### src/rtl/riscv_mc_ctrl_if.sv
// Control bus between the multicycle RISC-V controller (master) and its datapath (slave).
// MEM_WAIT_EN adds the mem_ready handshake from memory.
interface riscv_mc_ctrl_if #(
   parameter int CNT_W = 32
);
   logic [6:0]       op;
   logic [2:0]       funct3;
   logic             funct7b5;
   logic             zero;
`ifdef MEM_WAIT_EN
   logic             mem_ready;
`endif
   logic             PCWrite;
   logic             AdrSrc;
   logic             MemWrite;
   logic             IRWrite;
   logic             RegWrite;
   logic [1:0]       ResultSrc;
   logic [1:0]       ALUSrcA;
   logic [1:0]       ALUSrcB;
   logic [1:0]       ImmSrc;
   logic [2:0]       ALUcontrol;
   logic             illegal_instr;
   logic [CNT_W-1:0] instret;

   modport master (
      input  op, funct3, funct7b5, zero,
`ifdef MEM_WAIT_EN
      input  mem_ready,
`endif
      output PCWrite, AdrSrc, MemWrite, IRWrite, RegWrite, ResultSrc,
      output ALUSrcA, ALUSrcB, ImmSrc, ALUcontrol, illegal_instr, instret
   );

   modport slave (
      output op, funct3, funct7b5, zero,
`ifdef MEM_WAIT_EN
      output mem_ready,
`endif
      input  PCWrite, AdrSrc, MemWrite, IRWrite, RegWrite, ResultSrc,
      input  ALUSrcA, ALUSrcB, ImmSrc, ALUcontrol, illegal_instr, instret
   );
endinterface

### src/rtl/riscv_mc_ctrl.sv
// Multicycle RISC-V main controller + ALU decoder with retired-instruction counter.
// Define MEM_WAIT_EN to stall FETCH/MEMREAD/MEMWRITE on mem_ready.
module riscv_mc_ctrl #(
   parameter int CNT_W = 32
) (
   input  logic             clk,
   input  logic             rst_n,
   riscv_mc_ctrl_if.master  bus
);
   localparam logic [3:0] S_FETCH    = 4'd0;
   localparam logic [3:0] S_DECODE   = 4'd1;
   localparam logic [3:0] S_MEMADR   = 4'd2;
   localparam logic [3:0] S_MEMREAD  = 4'd3;
   localparam logic [3:0] S_MEMWB    = 4'd4;
   localparam logic [3:0] S_MEMWRITE = 4'd5;
   localparam logic [3:0] S_EXECR    = 4'd6;
   localparam logic [3:0] S_EXECI    = 4'd7;
   localparam logic [3:0] S_ALUWB    = 4'd8;
   localparam logic [3:0] S_BEQ      = 4'd9;
   localparam logic [3:0] S_JAL      = 4'd10;

   localparam logic [2:0] ALU_ADD = 3'b000;
   localparam logic [2:0] ALU_SUB = 3'b001;
   localparam logic [2:0] ALU_AND = 3'b010;
   localparam logic [2:0] ALU_OR  = 3'b011;

   logic [3:0]       state_q, state_d;
   logic [CNT_W-1:0] instret_q, instret_d;
   logic             mem_ok;

`ifdef MEM_WAIT_EN
   assign mem_ok = bus.mem_ready;
`else
   assign mem_ok = 1'b1;
`endif

   logic is_lw, is_sw, is_r, is_i, is_beq, is_jal;
   logic funct_ok, legal;
   logic [2:0] alu_funct;

   assign is_lw  = (bus.op == 7'b0000011);
   assign is_sw  = (bus.op == 7'b0100011);
   assign is_r   = (bus.op == 7'b0110011);
   assign is_i   = (bus.op == 7'b0010011);
   assign is_beq = (bus.op == 7'b1100011);
   assign is_jal = (bus.op == 7'b1101111);

   assign funct_ok = (bus.funct3 == 3'b000) || (bus.funct3 == 3'b110) || (bus.funct3 == 3'b111);

   // funct7b5 only distinguishes sub from add; on any other R-type funct3 it is illegal
   assign legal = ((is_lw || is_sw) && (bus.funct3 == 3'b010))
                || (is_r && funct_ok && !(bus.funct7b5 && (bus.funct3 != 3'b000)))
                || (is_i && funct_ok)
                || (is_beq && (bus.funct3 == 3'b000))
                || is_jal;

   always_comb begin
      alu_funct = ALU_ADD;
      case (bus.funct3)
         3'b000:  alu_funct = (is_r && bus.funct7b5) ? ALU_SUB : ALU_ADD;
         3'b110:  alu_funct = ALU_OR;
         3'b111:  alu_funct = ALU_AND;
         default: alu_funct = ALU_ADD;
      endcase
   end

   always_comb begin
      state_d = state_q;
      case (state_q)
         S_FETCH:    if (mem_ok) state_d = S_DECODE;
         S_DECODE: begin
            if (!legal)                 state_d = S_FETCH;
            else if (is_lw || is_sw)    state_d = S_MEMADR;
            else if (is_r)              state_d = S_EXECR;
            else if (is_i)              state_d = S_EXECI;
            else if (is_beq)            state_d = S_BEQ;
            else                        state_d = S_JAL;
         end
         S_MEMADR:   state_d = is_lw ? S_MEMREAD : S_MEMWRITE;
         S_MEMREAD:  if (mem_ok) state_d = S_MEMWB;
         S_MEMWRITE: if (mem_ok) state_d = S_FETCH;
         S_EXECR, S_EXECI, S_JAL: state_d = S_ALUWB;
         S_MEMWB, S_ALUWB, S_BEQ: state_d = S_FETCH;
         default:    state_d = S_FETCH;
      endcase
   end

   logic retire;
   assign retire = (state_q == S_MEMWB) || (state_q == S_ALUWB) || (state_q == S_BEQ)
                || ((state_q == S_MEMWRITE) && mem_ok);
   assign instret_d = retire ? instret_q + 1'b1 : instret_q;

   always_ff @(posedge clk) begin
      if (!rst_n) begin
         state_q   <= S_FETCH;
         instret_q <= '0;
      end else begin
         state_q   <= state_d;
         instret_q <= instret_d;
      end
   end

   logic       pc_write, adr_src, mem_write, ir_write, reg_write, illegal;
   logic [1:0] result_src, alu_src_a, alu_src_b, imm_src;
   logic [2:0] alu_ctrl;

   always_comb begin
      pc_write   = 1'b0;
      adr_src    = 1'b0;
      mem_write  = 1'b0;
      ir_write   = 1'b0;
      reg_write  = 1'b0;
      illegal    = 1'b0;
      result_src = 2'b00;
      alu_src_a  = 2'b00;
      alu_src_b  = 2'b00;
      alu_ctrl   = ALU_ADD;
      case (state_q)
         S_FETCH: begin
            ir_write   = mem_ok;
            pc_write   = mem_ok;
            alu_src_b  = 2'b10;
            result_src = 2'b10;
         end
         S_DECODE: begin
            alu_src_a = 2'b01;
            alu_src_b = 2'b01;
            illegal   = !legal;
         end
         S_MEMADR: begin
            alu_src_a = 2'b10;
            alu_src_b = 2'b01;
         end
         S_MEMREAD: adr_src = 1'b1;
         S_MEMWB: begin
            result_src = 2'b01;
            reg_write  = 1'b1;
         end
         S_MEMWRITE: begin
            adr_src   = 1'b1;
            mem_write = mem_ok;
         end
         S_EXECR: begin
            alu_src_a = 2'b10;
            alu_ctrl  = alu_funct;
         end
         S_EXECI: begin
            alu_src_a = 2'b10;
            alu_src_b = 2'b01;
            alu_ctrl  = alu_funct;
         end
         S_ALUWB: reg_write = 1'b1;
         S_BEQ: begin
            alu_src_a = 2'b10;
            alu_ctrl  = ALU_SUB;
            pc_write  = bus.zero;
         end
         S_JAL: begin
            alu_src_a = 2'b01;
            alu_src_b = 2'b10;
            pc_write  = 1'b1;
         end
         default: ;
      endcase
   end

   always_comb begin
      imm_src = 2'b00;
      if (is_sw)       imm_src = 2'b01;
      else if (is_beq) imm_src = 2'b10;
      else if (is_jal) imm_src = 2'b11;
   end

   // Strobes are masked by rst_n so a reset mid-instruction never lets a write escape
   assign bus.PCWrite       = pc_write  & rst_n;
   assign bus.MemWrite      = mem_write & rst_n;
   assign bus.IRWrite       = ir_write  & rst_n;
   assign bus.RegWrite      = reg_write & rst_n;
   assign bus.illegal_instr = illegal   & rst_n;
   assign bus.AdrSrc        = adr_src;
   assign bus.ResultSrc     = result_src;
   assign bus.ALUSrcA       = alu_src_a;
   assign bus.ALUSrcB       = alu_src_b;
   assign bus.ImmSrc        = imm_src;
   assign bus.ALUcontrol    = alu_ctrl;
   assign bus.instret       = instret_q;
endmodule

### src/flat_wrapper.sv
// flat-port wrapper written by rule: the top's interface ports become plain ports
module riscv_mc_ctrl_flat 
#(
   parameter int CNT_W = 32
)
  (clk, rst_n, bus_op, bus_funct3, bus_funct7b5, bus_zero, bus_PCWrite, bus_AdrSrc, bus_MemWrite, bus_IRWrite, bus_RegWrite, bus_ResultSrc, bus_ALUSrcA, bus_ALUSrcB, bus_ImmSrc, bus_ALUcontrol, bus_illegal_instr, bus_instret);
  riscv_mc_ctrl_if #(.CNT_W(CNT_W)) bus_i ();
  input  logic clk;
  input  logic rst_n;
  input wire logic [$bits(bus_i.op)-1:0] bus_op;
  input wire logic [$bits(bus_i.funct3)-1:0] bus_funct3;
  input wire logic [$bits(bus_i.funct7b5)-1:0] bus_funct7b5;
  input wire logic [$bits(bus_i.zero)-1:0] bus_zero;
  output wire logic [$bits(bus_i.PCWrite)-1:0] bus_PCWrite;
  output wire logic [$bits(bus_i.AdrSrc)-1:0] bus_AdrSrc;
  output wire logic [$bits(bus_i.MemWrite)-1:0] bus_MemWrite;
  output wire logic [$bits(bus_i.IRWrite)-1:0] bus_IRWrite;
  output wire logic [$bits(bus_i.RegWrite)-1:0] bus_RegWrite;
  output wire logic [$bits(bus_i.ResultSrc)-1:0] bus_ResultSrc;
  output wire logic [$bits(bus_i.ALUSrcA)-1:0] bus_ALUSrcA;
  output wire logic [$bits(bus_i.ALUSrcB)-1:0] bus_ALUSrcB;
  output wire logic [$bits(bus_i.ImmSrc)-1:0] bus_ImmSrc;
  output wire logic [$bits(bus_i.ALUcontrol)-1:0] bus_ALUcontrol;
  output wire logic [$bits(bus_i.illegal_instr)-1:0] bus_illegal_instr;
  output wire logic [$bits(bus_i.instret)-1:0] bus_instret;
  assign bus_i.op = bus_op;
  assign bus_i.funct3 = bus_funct3;
  assign bus_i.funct7b5 = bus_funct7b5;
  assign bus_i.zero = bus_zero;
  assign bus_PCWrite = bus_i.PCWrite;
  assign bus_AdrSrc = bus_i.AdrSrc;
  assign bus_MemWrite = bus_i.MemWrite;
  assign bus_IRWrite = bus_i.IRWrite;
  assign bus_RegWrite = bus_i.RegWrite;
  assign bus_ResultSrc = bus_i.ResultSrc;
  assign bus_ALUSrcA = bus_i.ALUSrcA;
  assign bus_ALUSrcB = bus_i.ALUSrcB;
  assign bus_ImmSrc = bus_i.ImmSrc;
  assign bus_ALUcontrol = bus_i.ALUcontrol;
  assign bus_illegal_instr = bus_i.illegal_instr;
  assign bus_instret = bus_i.instret;
  riscv_mc_ctrl #(.CNT_W(CNT_W)) u_core (.clk(clk), .rst_n(rst_n), .bus(bus_i));
endmodule
### config.mk
export PLATFORM = sky130hd
export DESIGN_NAME = riscv_mc_ctrl_flat
export DESIGN_NICKNAME = d
export VERILOG_FILES = /design/src/rtl/riscv_mc_ctrl_if.sv /design/src/rtl/riscv_mc_ctrl.sv /design/src/flat_wrapper.sv
export SDC_FILE = /design/constraint.sdc
export NUM_CORES = 1
export LEC_CHECK = 0
export ABC_AREA = 1
export ABC_CLOCK_PERIOD_IN_PS = 1700
export BUFFER_PORTS_ARGS = -buffer_cell sky130_fd_sc_hd__buf_2
export CORE_ASPECT_RATIO = 0.5
export CORE_MARGIN = 8
export CORE_UTILIZATION = 50
export DETAILED_ROUTE_END_ITERATION = 7
export PLACE_DENSITY = 0.78
export REMOVE_ABC_BUFFERS = 1
export SYNTH_ARGS = -nofsm -noshare
export SYNTH_HDL_FRONTEND = slang
export SYNTH_SLANG_ARGS = --single-unit
### constraint.sdc
create_clock -name clk -period 1.7 [get_ports clk]
set_clock_uncertainty 0.1 [all_clocks]
set_input_delay 0 -clock clk [delete_from_list [all_inputs] [get_ports clk]]
set_output_delay 0 -clock clk [all_outputs]
set_load 0.05 [all_outputs]
### Yosys cells after proc, flatten, opt, wreduce, memory -nomap -nowiden

Index checks and enable logic that the tools add are counted.

* register bits after elaboration: 36
* output and inout port bits: 49
* logic and storage cells: 79

* add/sub/neg operators: 1
* equal/unequal tests: 19
* mux-type cells: 22
* bitwise gates (word level): 5
* reductions and logical operators: 30

Operator list (number)
* $add A32 B1 Y32 const B: 1
* $pmux W4 S5: 1
* $eq A4 B3 Y1 const B: 4
* $mux W4: 4
* $eq A7 B6 Y1 const B: 2
* $eq A7 B7 Y1 const B: 2
* $eq A4 B4 Y1 const B: 3
* $pmux W2 S2: 3
* $logic_or A1 B1 Y1: 10
* $reduce_or A2 Y1: 5
* $pmux W3 S3: 1
* $eq A4 B2 Y1 const B: 2
* $mux W2: 4
* $eq A7 B2 Y1 const B: 1
* $eq A7 B5 Y1 const B: 1
* $logic_and A1 B1 Y1: 7
* $eq A3 B3 Y1 const B: 2
* $mux W1: 6
* $pmux W3 S2: 1
* $reduce_or A3 Y1: 2
* $and A1 B1 Y1: 5
* $eq A4 B1 Y1 const B: 1
* $logic_not A4 Y1: 1
* $reduce_or A4 Y1: 1
* other kinds (6): 7

### Logic depth before layout (Yosys ltp)

* depth in word-level cells: 12
* gate-level depth with buffers: 11
* depth with buffers taken out: 10

### Worst setup path after synthesis

OpenSTA, ideal clock, no wires.

* path type: register to output
* start point: reg u_core.state_q[2]
* end point: out bus_PCWrite
* data arrival time: 2.525 ns
* slack: -0.925 ns
* cell stages (with the launch flop): 8
* buffers on the path: 0
* cells stage by stage: dfxtp_1 nor2_1 inv_1 nor2_1 inv_1 nand2_1 a21oi_1 nor2_1

* word-level cells in the longest chain between the ends: 4

Ends and longest elaborated chain
* start: declaration: RTL line riscv_mc_ctrl.sv:27 `logic [3:0] state_q, state_d;`
* start signal: assignment: RTL line riscv_mc_ctrl.sv:98 `state_q <= state_d;`
* $eq A4 B4 Y1 or $logic_not A4 Y1 (tied branches): RTL line riscv_mc_ctrl.sv:118 `case (state_q)`
* $reduce_or A2 Y1 (no source line)
* $pmux W1 S2 *: RTL line riscv_mc_ctrl.sv:118
* $and A1 B1 Y1 *: RTL line riscv_mc_ctrl.sv:175 `assign bus.PCWrite = pc_write & rst_n;`
* end: declaration: RTL line flat_wrapper.sv:14 `output wire logic [$bits(bus_i.PCWrite)-1:0] bus_PCWrite;`

Mark *: on every way between the ends. The rest lies on a longest branch, timed or not.

### Final worst setup path

* start point: reg u_core.state_q[2]
* end point: out bus_ALUSrcB[0]

* word-level cells in the longest chain between the ends: 3

Ends and longest elaborated chain
* $eq A4 B1 Y1, or another cell as far along: RTL line riscv_mc_ctrl.sv:118
* $reduce_or A3 Y1 (no source line) or $reduce_or A2 Y1 (tied branches)
* $pmux W2 S2 *: RTL line riscv_mc_ctrl.sv:118
* end: declaration: RTL line flat_wrapper.sv:21 `output wire logic [$bits(bus_i.ALUSrcB)-1:0] bus_ALUSrcB;`

Marked as above.

==> impl_summary.log <==
[metrics] area overhead of the layout relative to synthesis: 26.3%
[metrics] Reg clk slew, reported paths: 0.07 ns
[metrics] Post-Route Hold Slack: 0.0244 ns
[metrics] count of mapped cells out of synthesis: 380
[metrics] Chip Height: 64.7 um
[metrics] maximum capacitance violations: 0
[metrics] cell repeated most along the worst path: sky130_fd_sc_hd__nor2_2
[metrics] placed instance count: 502
[metrics] total power per unit cell area: 695 mW/mm2
[metrics] netlist area before placement: 0.00237 mm2
[metrics] clock insertion delay at the later pin of the skew report: 0.30 ns
[metrics] share of layout cells above drive strength 1: 27.5%
[metrics] die area: 0.00734 mm2
[metrics] global-route usage over all layers: 17.2%
[metrics] Worst Setup Start Kind: register
[metrics] Final Cycle Share: 95.5%
[metrics] number of warning messages in the yosys log: 0
[metrics] Worst slew margin: 65.3%
[metrics] sequential group share of total power: 40.5%
[metrics] Internal: 1630 uW
[metrics] via density per instance: 5.05
[metrics] synthesized area per cell: 6.24 um2
[metrics] Ant. Diodes: 0
[metrics] remaining global-route overflow: 0
[metrics] total CTS buffers: 5
[metrics] WP data arrival: 1.52 ns
[metrics] number of hold-slack violations in the final timing report: 0
[metrics] routability congestion estimate from global placement: 0.863
[metrics] switching share of power: 22.0%
[metrics] row count: 17
[metrics] Yosys reg bits: 36
[metrics] highest cell delay on the worst timing path: 0.34 ns
[metrics] leakage component of the power: 0.00149 uW
[metrics] HPWL after detailed placement: 4880 um
[metrics] I/O pin cnt: 63
[metrics] TritonCTS clock tree: done
[metrics] cell chain of the critical path: nor2_2, inv_2, nor2_2, inv_1, o311ai_0, buf_4
[metrics] part of the Yosys area used for sequential elements: 30.4%
[metrics] wire length per cell after detailed routing: 12.4 um
[metrics] min Tclk post-route: 1.62 ns
[metrics] Die Wd: 113 um
[metrics] kind of path behind the tightest hold check: in -> reg
[metrics] unrepaired setup endpoints after global routing: yes
[metrics] total wirelength of the detailed-routed design: 6360 um
[metrics] crit-path leading delay family: buffers and inverters
[metrics] iteration count of the initial detailed-routing pass: 4
[metrics] Buffers on Ports: 61
[metrics] type of destination of the critical path: output port
[metrics] Setup-failing EPs final: 0
[metrics] IR Drop Worst-Case VDD: 0.000369 V
[metrics] Worst Setup Path Type: reg -> out
[metrics] final layout net count: 462
[metrics] global-route wire length before repair: 10,600 um
[metrics] run status: completed
[metrics] max-slew violation total from the final report: 0
[metrics] H-tree level count: 2
[metrics] required time reported for the critical path endpoint: 1.60 ns
[metrics] Max Fanout on Critical Path: 5
[metrics] number of distinct standard cells referenced by the synthesized netlist: 37
[metrics] count of non-filler cells in the finished layout: 514
[metrics] count of buffering cells on the critical path with inverters included: 3
[metrics] starting density of the core: 52.9%
[metrics] largest net degree at the start of global routing: 28
[metrics] Net Switching: 458 uW
[metrics] power share of the combinational group: 8.4%
[metrics] Max Clk Rate: 616 MHz
[metrics] maximum clock path buffer count: 2
[metrics] slowest cell on the critical path: sky130_fd_sc_hd__dfxtp_1
[metrics] antenna violations before repair: 0
[metrics] DRC violation total after the first TritonRoute iteration: 205
[metrics] total core area: 0.00449 mm2
[metrics] clk root buf: sky130_fd_sc_hd__clkbuf_8
[metrics] clock power share: 51.0%
[metrics] slew at the pin closest to its max-slew limit: 0.521 ns
[metrics] number of global-route vias before repair: 2,372
[metrics] remaining routing DRC violations: 0
[metrics] clock net sink count: 36
[metrics] antenna-violating nets left: 0
[metrics] Via Count: 2,597
layout make-up:
class                   instances  area, um2
fillers                       398       1490
multi-input cells             267       1400
well taps                      66       82.6
clock buffers                   5       68.8
repair buffers                 66        360
inverters                      71        269
flip-flops and latches         36        731
clock inverters                 3       90.1
power by group through the flow:
stage / clock network (uW) / logic, uW / registers, uW
2_1_floorplan: 0 / 110 / 868
3_3_place_gp: 0 / 163 / 867
3_5_place_dp: 0 / 166 / 867
4_1_cts: 1080 / 171 / 847
5_1_grt: 1110 / 193 / 845
6_report: 1060 / 176 / 845
per-layer routing:
layer | part of all wire [%] | up-vias | global-route usage, %
met3 | 7.9 | 8 | 4.34
met2 | 45 | 85 | 28.6
met4 | 1.3 | 0 | 6.09
met5 | 0 | - | 0
li1 | - | 1328 | -
met1 | 46 | 1176 | 21.3
sequential cells by signal, indices dropped and copies added (netlist names):
| register | count |
|---|---|
| u_core.state_q | 4 |
| u_core.bus.instret | 32 |
worst register-to-register path, cell delays in order (launching register included):
cell                      delay, ns
sky130_fd_sc_hd__dfxtp_1       0.34
sky130_fd_sc_hd__inv_1         0.08
sky130_fd_sc_hd__nand2_2       0.09
sky130_fd_sc_hd__nand2_4       0.09
sky130_fd_sc_hd__nand2_4       0.17
sky130_fd_sc_hd__nor2_4        0.27
sky130_fd_sc_hd__buf_4         0.15
sky130_fd_sc_hd__xnor2_1       0.12
sky130_fd_sc_hd__nor2_1        0.06
cell usage after synthesis:
master | count | area share [%]
sky130_fd_sc_hd__clkbuf_1 | 3 | 0.47
sky130_fd_sc_hd__nand2_4 | 2 | 0.95
sky130_fd_sc_hd__dfxtp_1 | 36 | 30
sky130_fd_sc_hd__nor2_8 | 2 | 1.7
sky130_fd_sc_hd__nor2_4 | 3 | 1.4
sky130_fd_sc_hd__ha_1 | 1 | 0.53
sky130_fd_sc_hd__nand3b_1 | 2 | 0.63
sky130_fd_sc_hd__inv_2 | 6 | 0.95
sky130_fd_sc_hd__nor2_2 | 7 | 1.8
sky130_fd_sc_hd__o21bai_1 | 1 | 0.32
sky130_fd_sc_hd__nand2_1 | 82 | 13
sky130_fd_sc_hd__nand3_1 | 29 | 6.1
sky130_fd_sc_hd__nand3_2 | 2 | 0.84
sky130_fd_sc_hd__inv_1 | 64 | 10
sky130_fd_sc_hd__a21oi_1 | 23 | 4.9
sky130_fd_sc_hd__nor3b_1 | 2 | 0.63
sky130_fd_sc_hd__xnor2_1 | 1 | 0.37
sky130_fd_sc_hd__conb_1 | 1 | 0.16
sky130_fd_sc_hd__nor3_1 | 5 | 1.1
sky130_fd_sc_hd__nand4_1 | 7 | 1.8
sky130_fd_sc_hd__nor4_1 | 1 | 0.26
sky130_fd_sc_hd__o311ai_0 | 1 | 0.37
sky130_fd_sc_hd__nand3_4 | 1 | 0.74
sky130_fd_sc_hd__a211oi_2 | 1 | 0.53
sky130_fd_sc_hd__buf_2 | 1 | 0.21
sky130_fd_sc_hd__a31oi_1 | 1 | 0.26
sky130_fd_sc_hd__o21bai_2 | 1 | 0.47
sky130_fd_sc_hd__buf_12 | 1 | 0.84
sky130_fd_sc_hd__o21ai_0 | 18 | 3.8
sky130_fd_sc_hd__o21ai_1 | 2 | 0.42
sky130_fd_sc_hd__nand2_2 | 5 | 1.3
sky130_fd_sc_hd__xor2_1 | 2 | 0.74
sky130_fd_sc_hd__buf_4 | 1 | 0.32
sky130_fd_sc_hd__nor2_1 | 60 | 9.5
sky130_fd_sc_hd__nand4_2 | 1 | 0.53
sky130_fd_sc_hd__nor3_2 | 3 | 1.3
sky130_fd_sc_hd__inv_4 | 1 | 0.26
stage by stage:
stage,setup slack [ns],util (%),area (um2),setup TNS [ns],total power [uW]
after floorplan,-0.925,-,2330,-4.53,978
after global placement,0.140,60.7,2720,0,1030
after detailed placement,0.0462,60.7,2720,0,1030
after CTS,-0.00690,64.7,2900,-0.00690,2100
after global routing,-0.00592,66.8,3000,-0.00592,2150
final,0.0772,66.8,3000,0,2080
final timing paths:
check / slack (ns) / endpoint / startpoint / cells past startpoint
max: 0.08 / bus_ALUSrcB[0] / u_core.state_q[2] / 6
min: 0.02 / u_core.state_q[1] / bus_op[6] / 6
max reg2reg: 0.12 / u_core.bus.instret[7] / u_core.state_q[2] / 8
min reg2reg: 0.38 / u_core.bus.instret[4] / u_core.bus.instret[4] / 2
repair_timing:
action / CTS / global route
hold buffers: 1 / 0
buffers inserted: 0 / 3
pin swaps: 0 / 4
endpoints found under the hold margin: 1 / 0
gates resized for setup: 4 / 24
endpoints found under the setup margin: 3 / 15
placed cells by master (no fill, tap or decap), types with 3 or more instances in the layout:
cell type / Yosys / routed
sky130_fd_sc_hd__a21oi_1: 23 / 23
sky130_fd_sc_hd__buf_2: 1 / 58
sky130_fd_sc_hd__buf_4: 1 / 5
sky130_fd_sc_hd__bufinv_16: 0 / 3
sky130_fd_sc_hd__clkbuf_8: 0 / 5
sky130_fd_sc_hd__dfxtp_1: 36 / 32
sky130_fd_sc_hd__inv_1: 64 / 63
sky130_fd_sc_hd__inv_2: 6 / 7
sky130_fd_sc_hd__nand2_1: 82 / 80
sky130_fd_sc_hd__nand2_2: 5 / 7
sky130_fd_sc_hd__nand3_1: 29 / 28
sky130_fd_sc_hd__nand3_2: 2 / 3
sky130_fd_sc_hd__nand4_1: 7 / 7
sky130_fd_sc_hd__nor2_1: 60 / 55
sky130_fd_sc_hd__nor2_2: 7 / 10
sky130_fd_sc_hd__nor2_4: 3 / 5
sky130_fd_sc_hd__nor3_1: 5 / 4
sky130_fd_sc_hd__nor3_2: 3 / 3
sky130_fd_sc_hd__o21ai_0: 18 / 16
sky130_fd_sc_hd__o21ai_1: 2 / 4
cell families (layout without fill, tap and decap cells):
group	after synthesis	after routing	share of synthesized area (%)
AND/OR/NAND/NOR	214	214	43.6
buffers and inverters	77	145	13.2
AO/OA/AOI/OAI	48	48	11.0
flip-flops	36	36	30.4
XOR/XNOR	3	3	1.11
adder cells (fa/ha/maj)	1	1	0.527
other	1	1	0.158
(Power assumes the default switching activity.)
